==> src/rtl/sprinkler_valve_driver.sv <==
// sprinkler_valve_driver: interlocked two-solenoid driver with pull-in, PWM hold and dead time.
// SPRINKLER_VALVE_FAULT_LATCH_EN makes conflict sticky and forces both coils off until reset.
module sprinkler_valve_driver #(
  parameter int PULL_IN_CYCLES = 20,
  parameter int PWM_PERIOD     = 16,
  parameter int HOLD_DUTY      = 6,
  parameter int DEAD_CYCLES    = 8,
  parameter int CNT_W          = 16
) (
  input  logic clk,
  input  logic rst_n,
  input  logic cmd_a_open,
  input  logic cmd_b_open,
  output logic coil_a,
  output logic coil_b,
  output logic a_active,
  output logic b_active,
  output logic conflict
);
  typedef enum logic [2:0] {IDLE, PULL_A, HOLD_A, PULL_B, HOLD_B, DEAD} state_t;
  localparam logic [CNT_W-1:0] PULL_LAST = CNT_W'(PULL_IN_CYCLES - 1);
  localparam logic [CNT_W-1:0] PWM_LAST  = CNT_W'(PWM_PERIOD - 1);
  localparam logic [CNT_W-1:0] DEAD_LAST = CNT_W'(DEAD_CYCLES - 1);
  localparam logic [CNT_W-1:0] DUTY_LAST = CNT_W'(HOLD_DUTY - 1);
  state_t state, state_n;
  logic [CNT_W-1:0] timer, timer_n, pwm, pwm_n;
  logic a, b, halt, conflict_n, hold_n, duty_on;
  assign a = cmd_a_open;
  assign b = cmd_b_open;
`ifdef SPRINKLER_VALVE_FAULT_LATCH_EN
  assign conflict_n = conflict | (a & b);
  assign halt = conflict;
`else
  assign conflict_n = a & b;
  assign halt = 1'b0;
`endif
  always_comb begin
    state_n = IDLE;
    case (state)
      IDLE:    state_n = halt ? IDLE : (a & !b) ? PULL_A : (b & !a) ? PULL_B : IDLE;
      PULL_A:  state_n = (!a || halt) ? DEAD : (timer == PULL_LAST) ? HOLD_A : PULL_A;
      HOLD_A:  state_n = (!a || halt) ? DEAD : HOLD_A;
      PULL_B:  state_n = (!b || halt) ? DEAD : (timer == PULL_LAST) ? HOLD_B : PULL_B;
      HOLD_B:  state_n = (!b || halt) ? DEAD : HOLD_B;
      DEAD:    state_n = (timer == DEAD_LAST) ? IDLE : DEAD;
      default: state_n = IDLE;
    endcase
    hold_n  = (state_n == HOLD_A) || (state_n == HOLD_B);
    timer_n = (state_n != state) ? '0 : (&timer) ? timer : timer + 1'b1;
    pwm_n   = (hold_n && state_n == state) ? ((pwm == PWM_LAST) ? '0 : pwm + 1'b1) : '0;
    // a zero duty must never drive, so it cannot rely on the DUTY_LAST compare
    duty_on = (HOLD_DUTY != 0) && (pwm_n <= DUTY_LAST);
  end
  always_ff @(posedge clk or negedge rst_n) begin
    if (!rst_n) begin
      state    <= IDLE;
      timer    <= '0;
      pwm      <= '0;
      coil_a   <= 1'b0;
      coil_b   <= 1'b0;
      a_active <= 1'b0;
      b_active <= 1'b0;
      conflict <= 1'b0;
    end else begin
      state    <= state_n;
      timer    <= timer_n;
      pwm      <= pwm_n;
      coil_a   <= (state_n == PULL_A) || (state_n == HOLD_A && duty_on);
      coil_b   <= (state_n == PULL_B) || (state_n == HOLD_B && duty_on);
      a_active <= (state_n == PULL_A) || (state_n == HOLD_A);
      b_active <= (state_n == PULL_B) || (state_n == HOLD_B);
      conflict <= conflict_n;
    end
  end
endmodule

==> config.mk <==
export PLATFORM = sky130hd
export DESIGN_NAME = sprinkler_valve_driver
export DESIGN_NICKNAME = d
export VERILOG_FILES = /design/src/rtl/sprinkler_valve_driver.sv
export SDC_FILE = /design/constraint.sdc
export NUM_CORES = 1
export LEC_CHECK = 0
export CORE_MARGIN = 2
export CORE_UTILIZATION = 35
export CTS_CLUSTER_SIZE = 20
export DETAILED_ROUTE_END_ITERATION = 6
export PLACE_DENSITY = 0.56
export SETUP_SLACK_MARGIN = 0.05
export SYNTH_ARGS = -nofsm -noshare
export SYNTH_HDL_FRONTEND = slang
export SYNTH_SLANG_ARGS = --single-unit
==> constraint.sdc <==
create_clock -name clk -period 2.31 [get_ports clk]
set_clock_uncertainty 0.2 [all_clocks]
set_input_delay 0.462 -clock clk [delete_from_list [all_inputs] [get_ports clk]]
set_output_delay 0.462 -clock clk [all_outputs]
set_load 0.03 [all_outputs]
==> results of run 1 <==
[final cells by class]
class                   count  area, um^2  share of cell area, %
repair buffers             78         653                   19.1
flip-flops and latches     40        1000                   29.3
clock inverters             1        7.51                  0.220
inverters                   8        35.0                   1.03
multi-input cells         195        1530                   44.8
clock buffers               7        86.3                   2.53
well taps                  80         100                   2.93
[power by group]
group          switching [W]  internal, W
combinational       0.000490     0.000560
sequential         0.0000559     0.000778
clock               0.000240     0.000243
[through the flow]
stage          hold slack, ns  TNS (ns)  setup WS [ns]  utilization (%)
6_report               0.0194     -1.47         -0.149             50.5
5_1_grt                0.0700     -4.90         -0.235             50.5
4_1_cts                0.0380     -2.10         -0.161             46.9
3_5_place_dp            0.333    -18.22         -0.765             44.9
3_3_place_gp            0.326    -17.76         -0.737             44.9
2_1_floorplan         -0.0336     -3.26         -0.257                -
[flip-flops by register name, indices dropped and copies added, names as in the netlist]
name	count
a_active	1
b_active	1
coil_a	1
coil_b	1
conflict	1
pwm	16
state	3
timer	16
[Yosys cell counts, types with 2 or more instances]
cell,n,share of area (%)
dfrtp_1,40,41
nor2_1,30,4.6
xnor2_1,14,5.0
nand3_1,12,2.5
nand4_1,12,3.1
nand2_1,11,1.7
xor2_1,11,3.9
a21oi_1,10,2.1
nor2_2,10,2.6
nor3_1,8,1.6
inv_1,7,1.1
mux2i_1,7,2.9
o21ai_0,6,1.2
or3_1,5,1.3
ha_1,4,2.1
nor3b_1,4,1.2
nor4_1,4,1.0
and2_1,3,0.77
buf_4,3,0.92
clkbuf_1,3,0.46
clkbuf_2,3,0.61
a221oi_1,2,0.72
a31oi_1,2,0.51
and3_1,2,0.51
and4_1,2,0.72
buf_2,2,0.41
buf_6,2,0.92
nor2b_1,2,0.51
nor4b_1,2,0.72
o21bai_1,2,0.61
o221ai_1,2,0.72
o31ai_1,2,0.61
[cells by family (layout without fill, tap and decap cells)]
logic type | after synthesis | count (layout) | share of synthesized area, %
and+or+nand+nor | 118 | 118 | 27.6
DFF | 40 | 40 | 41.0
AOI/OAI and AO/OA | 38 | 38 | 11.3
xor gates and xnor gates | 25 | 25 | 8.97
buffers and inverters | 22 | 94 | 4.87
muxes | 9 | 9 | 3.79
adders and majority gates | 5 | 5 | 2.46
[critical path, stage by stage, from the launching register on]
cell and delay, ns:
dfrtp_1 0.39, ha_2 0.20, nor4b_4 0.13, and4_4 0.20, buf_6 0.12, a211oi_4 0.22, o32ai_4 0.12, or4_4 0.57
buf_12 0.17, nor2_2 0.08
[path summary, 6_finish.rpt]
kind,slack (ns),start,end
max in group asynchronous,1.53,rst_n,state[2]
max reg2reg,-0.15,timer[0],pwm[4]
min in group clk,0.34,pwm[0],pwm[0]
min reg2reg,0.34,pwm[0],pwm[0]
max,-0.15,timer[0],pwm[4]
min,0.02,rst_n,timer[6]
[routing by layer]
metal	vias up	global-route usage, %
met5	-	0
met4	0	4.48
met3	6	3.22
met2	24	25.2
met1	1034	20.2
li1	1064	-
[what timing repair did]
action                     in CTS  in global routing
gates resized for setup        10                 34
pin swaps                       6                 18
hold endpoints to repair        0                  0
buffers inserted                2                  8
setup endpoints to repair      29                 26
gates cloned                    0                  1
[cells in the final DEF (no fill, tap or decap), drive strengths merged, types with 10 or more instances in the layout]
master,instances
a21oi,10
nand4,12
xor2,11
buf,70
nand2,11
xnor2,14
nand3,12
dfrtp,40
nor2,40
==> flow_summary.json, run 1 <==
{
  "status": "complete, but fails checks",
  "violations": "negative setup slack",
  "clock-root-buffer": "clkbuf_8",
  "nFillCells": 610,
  "cts_tree": "built",
  "h-tree-depth": 2,
  "die_h_um": 87.5,
  "syn_area_um2": 2440,
  "top_layer": "met4",
  "drive_above_1_share_pct": 39.2,
  "synth_warnings": 0,
  "dp_hpwl_mm": 3.84,
  "cts_buffer_depth": 2,
  "diodes": 0,
  "antenna_found_initial": 0,
  "clkSlewWorstSetupHoldPaths_ns": 0.08,
  "end_kind": "register",
  "rows": 30,
  "chipWidth_um": 87.5,
  "period_share_pct": 106,
  "grt-ovfl-total": 0,
  "startpoint_type": "register",
  "synth_edf_count": 0,
  "async_flop_share_pct": 100,
  "syn_inst": 257,
  "detail_route.vias_per_cell": 5.20,
  "syn_area_per_cell_um2": 9.50,
  "worst_slew_pin_slew_ns": 0.514,
  "dieArea_um2": 7660,
  "relSlewSlack_pct": 65.8,
  "hold_viol_final": 0,
  "nets": 336,
  "worstSetupPathType": "reg -> reg",
  "min_period_ns": 2.46,
  "setup_slack_ns": -0.149,
  "maxCapViolations": 0,
  "start_util_pct": 36.1,
  "syn-num-nets": 265,
  "rsz0062_at_grt": "yes",
  "r2r_cells": 9,
  "hp-class": "in -> async",
  "ant_nets": 0,
  "seq_area_frac_synth_pct": 41.0,
  "clock_sinks": 40,
  "crit_required_ns": 2.33,
  "drtPass1Iterations": 4,
  "place_congestion": 0.839,
  "grt_max_degree": 41,
  "routed_wl_mm": 5.67,
  "ys_seq_elements": 40,
  "met2_length_mm": 2.79,
  "p_leak_nw": 1.44,
  "yosysUniqueCellTypes": 60,
  "synth_ff_type": "dfrtp_1",
  "ir_drop_v": 0.000322,
  "instances_no_fill": 409,
  "grt_first_pass_wirelength_mm": 9.42,
  "placed_cell_area_um2": 3030,
  "power_w": 0.00237,
  "grtUsageTotal_pct": 15.3,
  "fmax_mhz": 407,
  "cp.arrival_ns": 2.48,
  "drc": 0,
  "wl_met1_mm": 2.68,
  "areaGrowthSynthToFinish_pct": 39.7,
  "p_per_area_nw_per_um2": 694,
  "dp_cells": 391,
  "portBuffers": 8,
  "dr_wl_met3_um": 122,
  "io_pins": 9,
  "grt_pass1_vias": 2098,
  "setup_viol": 16,
  "wl_per_cell_um": 13.9,
  "drtIter0Drc": 66,
  "cts_buffers": 5,
  "holdBufCountCts": 0,
  "worstPathMaxFanout": 9,
  "core_um2": 6760,
  "final-max-slew-violation-count": 0,
  "clk_latency_ns": 0.29,
  "vias": 2128,
  "post-route-cell-area_um2": 3410
}
(Power assumes the default switching activity.)
==> run 2: changes to the inputs <==
Settings changed: CORE_UTILIZATION 35 to 55, PLACE_DENSITY 0.56 to 0.8.
==> run 2 against run 1 <==
  * The flow still finishes with violations (negative setup slack)
  * Routed wire length up 3.7%
  * Critical path depth down 2
  * Utilization up 27 points
  * Clock power down 1%
  * Register-to-register slack worse by 0.02 ns
  * Count of clock-buffer cells in the layout down 1
  * Sequential power about the same
  * Global-route usage up 8.1 points
  * Combinational power about the same
  * Final cell count down 8.6%
  * Via count about the same
  * First-iteration DRC count rose to 2.9 times the previous value
  * Critical path type unchanged
  * Critical endpoint is now pwm[10]
==> flow_summary.json, run 2 (synthesis gave the netlist of run 1 again) <==
{
  "start_util_pct": 56.5,
  "cp_top_family": "simple AND/OR/NAND/NOR gates",
  "slowest_stage": "or4_4",
  "setup_slack_ns": -0.166,
  "h-tree-depth": 2,
  "fmax_mhz": 404,
  "cp-startpoint": "state[0]",
  "cts_buffer_depth": 2,
  "dp_cells": 357,
  "final-max-slew-violation-count": 0,
  "final_cell_mix": "57 x buf_4, 40 x dfrtp_1, 26 x nor2_1",
  "rsz0062_at_grt": "yes",
  "setup_tns_ns": -1.83,
  "clock-root-buffer": "clkbuf_8",
  "layout_commonest_cell": "buf_4",
  "worstPathMaxFanout": 13,
  "drtPass1Iterations": 4,
  "die_h_um": 70.6,
  "clkPwrFrac_pct": 20.0,
  "min_period_ns": 2.48,
  "r2r_start": "state[0]",
  "r2r_cells": 7,
  "p_leak_nw": 1.42,
  "ir_drop_v": 0.000453,
  "grt-ovfl-total": 0,
  "cts_tree": "built",
  "switching_share_pct": 34.3,
  "hold_viol_final": 0,
  "hp-class": "reg -> reg",
  "drc": 0,
  "seq_power_share_pct": 35.0,
  "core_um2": 4320,
  "grt_first_pass_wirelength_mm": 9.23,
  "nFillCells": 275,
  "antenna_found_initial": 0,
  "worst_slew_pin_slew_ns": 0.537,
  "detail_route.vias_per_cell": 5.69,
  "place_congestion": 0.814,
  "portBuffers": 8,
  "drtIter0Drc": 189,
  "grtUsageTotal_pct": 23.4,
  "largestRegisters": "pwm (16), timer (16), state (3)",
  "hold_ws_ns": 0.359,
  "diodes": 0,
  "nets": 329,
  "grt_pass1_vias": 2016,
  "crit_required_ns": 2.34,
  "end_kind": "register",
  "violations": "negative setup slack",
  "wl_per_cell_um": 15.7,
  "intPower_w": 0.00157,
  "grt_max_degree": 22,
  "routed_wl_mm": 5.87,
  "dieArea_um2": 4990,
  "relSlewSlack_pct": 63.9,
  "rows": 24,
  "period_share_pct": 107,
  "areaGrowthSynthToFinish_pct": 37.0,
  "worstSetupPathType": "reg -> reg",
  "chipWidth_um": 70.6,
  "startpoint_type": "register",
  "clock_sinks": 40,
  "path_cells": "buf_4 > nor3b_2 > a211oi_4 > o32ai_4 > or4_4 > buf_16 > nor2_2",
  "vias": 2129,
  "p_comb_share_pct": 45.1,
  "maxCapViolations": 0,
  "instances_no_fill": 374,
  "clkSlewWorstSetupHoldPaths_ns": 0.08,
  "drive_above_1_share_pct": 39.8,
  "p_per_area_nw_per_um2": 716,
  "critPathMaxStageDelay_ns": 0.61,
  "dp_hpwl_mm": 3.73,
  "post-place-ws_ns": -0.758,
  "cp.depth": 7,
  "cts_buffers": 5,
  "power.switching_w": 0.000822,
  "cp.arrival_ns": 2.50,
  "clk_latency_ns": 0.29,
  "min_from": "pwm[0]",
  "ant_nets": 0,
  "worst-path-buf-inv": 2,
  "status": "complete, but fails checks",
  "hold_path_depth": 2,
  "utilization_pct": 77.3,
  "setup_viol": 19,
  "io_pins": 9
}
run 2: through the flow:
step / instance area, um^2 / total power, W
CTS: 3150 / 0.00222
finish: 3340 / 0.00239
global route: 3340 / 0.00253
global placement: 2950 / 0.00161
detailed placement: 2950 / 0.00164
floorplan: 2500 / 0.00132
run 2: timing repair:
| action | CTS | global route |
|---|---|---|
| resized for setup | 25 | 33 |
| setup buffers | 2 | 4 |
| setup endpoints to repair | 32 | 32 |
| endpoints found under the hold margin | 19 | 0 |
| cloned | 1 | 1 |
| hold buffers | 1 | 0 |
| pin swaps | 15 | 9 |
run 2: final cells by class:
type / instances / area [um^2] / area share (%)
sequential: 40 / 1000 / 29.9
clock buffer: 6 / 82.6 / 2.47
inverter: 8 / 37.5 / 1.12
multi-input combinational: 195 / 1560 / 46.6
clock inverter: 2 / 10.0 / 0.299
timing repair buffer: 71 / 588 / 17.6
tap: 52 / 65.1 / 1.95
run 2: final timing paths:
check                      endpoint  slack, ns
setup reg to reg            pwm[10]      -0.17
hold reg to reg              pwm[0]       0.36
min in group asynchronous  timer[2]       0.45
setup / recovery            pwm[10]      -0.17
hold / removal               pwm[0]       0.36
max in group asynchronous   pwm[10]       0.91
run 2: worst min-delay path, stage by stage (launching register included):
cell     delay, ns
dfrtp_1       0.36
buf_4         0.14
nor2_4        0.04
run 2: power by group through the flow:
| stage | registers, W | clock network (W) | logic (W) |
|---|---|---|---|
| floorplan | 0.000892 | 0 | 0.000427 |
| global placement | 0.000839 | 0 | 0.000771 |
| detailed placement | 0.000839 | 0 | 0.000797 |
| CTS | 0.000833 | 0.000489 | 0.000899 |
| global route | 0.000846 | 0.000519 | 0.00116 |
| finish | 0.000837 | 0.000478 | 0.00108 |
run 2: per-layer routing:
metal  wire, um  global-route usage (%)  share of wire [%]  vias to the layer above
met4         98                    8.81                1.7                        0
met1       2500                    31.8                 43                     1019
li1           -                       -                  -                     1048
met5          0                       0                  0                        -
met3        288                    4.99                4.9                        9
met2       2980                    37.1                 51                       53
==> run 3: changes to the inputs <==
Settings changed: CTS_BUF_LIST set to sky130_fd_sc_hd__clkbuf_16.
==> run 3 against run 2 <==
  * The run still ends with negative setup slack left
  * Count of clock-buffer cells in the layout fell by 1
  * Sequential share of layout area increased by 0.26 points
  * Maximum frequency up 2.1%
  * Routed wire length decreased by 2.5%
  * Final area shrank 0.86%
  * Largest power group unchanged
==> flow_summary.json, run 3 (synthesis gave the netlist of run 1 again) <==
{
  "status": "complete, but fails checks",
  "violations": "negative setup slack",
  "die_h_um": 70.6,
  "drive_above_1_share_pct": 36.4,
  "rr_endpoint": "pwm[13]",
  "worstSetupPathType": "reg -> reg",
  "wl_per_cell_um": 15.2,
  "areaGrowthSynthToFinish_pct": 35.8,
  "worstPathMaxFanout": 5,
  "start_util_pct": 56.5,
  "relSlewSlack_pct": 64.4,
  "dp_hpwl_mm": 3.73,
  "h-tree-depth": 2,
  "dieArea_um2": 4990,
  "routed_wl_mm": 5.73,
  "worst_slew_pin_slew_ns": 0.529,
  "nets": 331,
  "antenna_found_initial": 0,
  "vias": 2130,
  "clock_sinks": 40,
  "setup_slack_ns": -0.115,
  "worstHoldEndpoint": "pwm[0]",
  "cts_tree": "built",
  "min_period_ns": 2.42,
  "detail_route.vias_per_cell": 5.66,
  "diodes": 0,
  "ant_nets": 0,
  "maxCapViolations": 0,
  "min_from": "pwm[0]",
  "clkSlewWorstSetupHoldPaths_ns": 0.05,
  "cp.arrival_ns": 2.44,
  "post-place-ws_ns": -0.758,
  "grt_max_degree": 22,
  "drtPass1Iterations": 7,
  "final-max-slew-violation-count": 0,
  "drc": 0,
  "r2r_slack_ns": -0.11,
  "portBuffers": 8,
  "p_leak_nw": 1.43,
  "end_kind": "register",
  "placed_cell_area_um2": 2950,
  "hold_ws_ns": 0.345,
  "r2r_start": "timer[15]",
  "fmax_mhz": 412,
  "rsz0062_at_grt": "yes",
  "hp-class": "reg -> reg",
  "largestRegisters": "pwm (16), timer (16), state (3)",
  "power_w": 0.00254,
  "hold_viol_final": 0,
  "chipWidth_um": 70.6,
  "clk_latency_ns": 0.28,
  "io_pins": 9,
  "cts_buffer_depth": 2,
  "setup_viol": 17,
  "layout_commonest_cell": "buf_4",
  "p_per_area_nw_per_um2": 767,
  "grt_pass1_vias": 2053,
  "hold_path_depth": 2,
  "final_cell_mix": "60 x buf_4, 40 x dfrtp_1, 28 x nor2_1",
  "rows": 24,
  "drtIter0Drc": 201,
  "crit_required_ns": 2.33,
  "grt_first_pass_wirelength_mm": 9.45,
  "cts_buffers": 5,
  "dp_cells": 357,
  "grt-ovfl-total": 0,
  "instances_no_fill": 376,
  "r2r_cells": 7,
  "post-route-cell-area_um2": 3310,
  "clock-root-buffer": "clkbuf_16",
  "grtUsageTotal_pct": 24.3,
  "core_um2": 4320,
  "period_share_pct": 105,
  "ir_drop_v": 0.000511,
  "place_congestion": 0.814,
  "startpoint_type": "register"
}
run 3: cell count changes in the layout (fill, tap and decap cells not counted), moves of 2 or more:
cell / previous run / this run
clkbuf_16: 0 / 6
buf_4: 57 / 60
nor2_2: 8 / 11
nor2_4: 6 / 1
nor2_1: 26 / 28
clkbuf_8: 6 / 0
run 3: worst max-delay path, stage by stage (launching register included):
cell	delay, ns
dfrtp_1	0.41
nor4_4	0.35
and4_4	0.33
a41oi_2	0.11
o21ba_1	0.22
or4_4	0.48
buf_12	0.17
nor2_2	0.07
run 3: how the worst max path moves through the flow:
| stage | start | end | slack (ns) | cells past startpoint |
|---|---|---|---|---|
| final | timer[15] | pwm[13] | -0.11 | 7 |
| after global routing | timer[1] | coil_a | -0.23 | 9 |
| after CTS | timer[15] | pwm[12] | -0.09 | 7 |
| after detailed placement | cmd_a_open | pwm[14] | -0.76 | 10 |
| after global placement | cmd_a_open | pwm[10] | -0.70 | 10 |
| after floorplan | cmd_a_open | pwm[13] | -0.26 | 10 |
run 3: layout make-up:
class,instances,area [um^2]
tap,52,65.1
clock inverter,3,13.8
fill,289,1010
inverter,8,35.0
multi-input combinational,195,1460
timing repair buffer,73,619
sequential,40,1000
clock buffer,5,125
run 3: what timing repair did:
action,4_1_cts,5_1_grt
pin swaps,15,3
resized for setup,25,10
hold buffers,1,0
cloned,1,1
endpoints found under the setup margin,34,32
hold endpoints to repair,19,0
setup buffers,2,6
run 3: metal layers:
metal,share of wire (%),GRT usage (%),vias to the layer above
met5,0,0,-
met4,1.7,8.81,0
met3,3.1,4.84,9
met2,52,40.0,51
met1,44,32.0,1020
li1,-,-,1050
run 3: report_power, final:
| part | total, W | switching (W) | internal [W] | leakage, nW |
|---|---|---|---|---|
| registers | 0.000835 | 0.0000545 | 0.000780 | 0.540 |
| logic | 0.00105 | 0.000495 | 0.000560 | 0.819 |
| clock network | 0.000651 | 0.000260 | 0.000392 | 0.0710 |
run 3: stage by stage:
step | TNS (ns) | utilization [%]
2_1_floorplan | -3.26 | -
3_3_place_gp | -17.78 | 68.2
3_5_place_dp | -19.58 | 68.2
4_1_cts | -1.01 | 73.8
5_1_grt | -3.90 | 76.6
6_report | -1.36 | 76.6
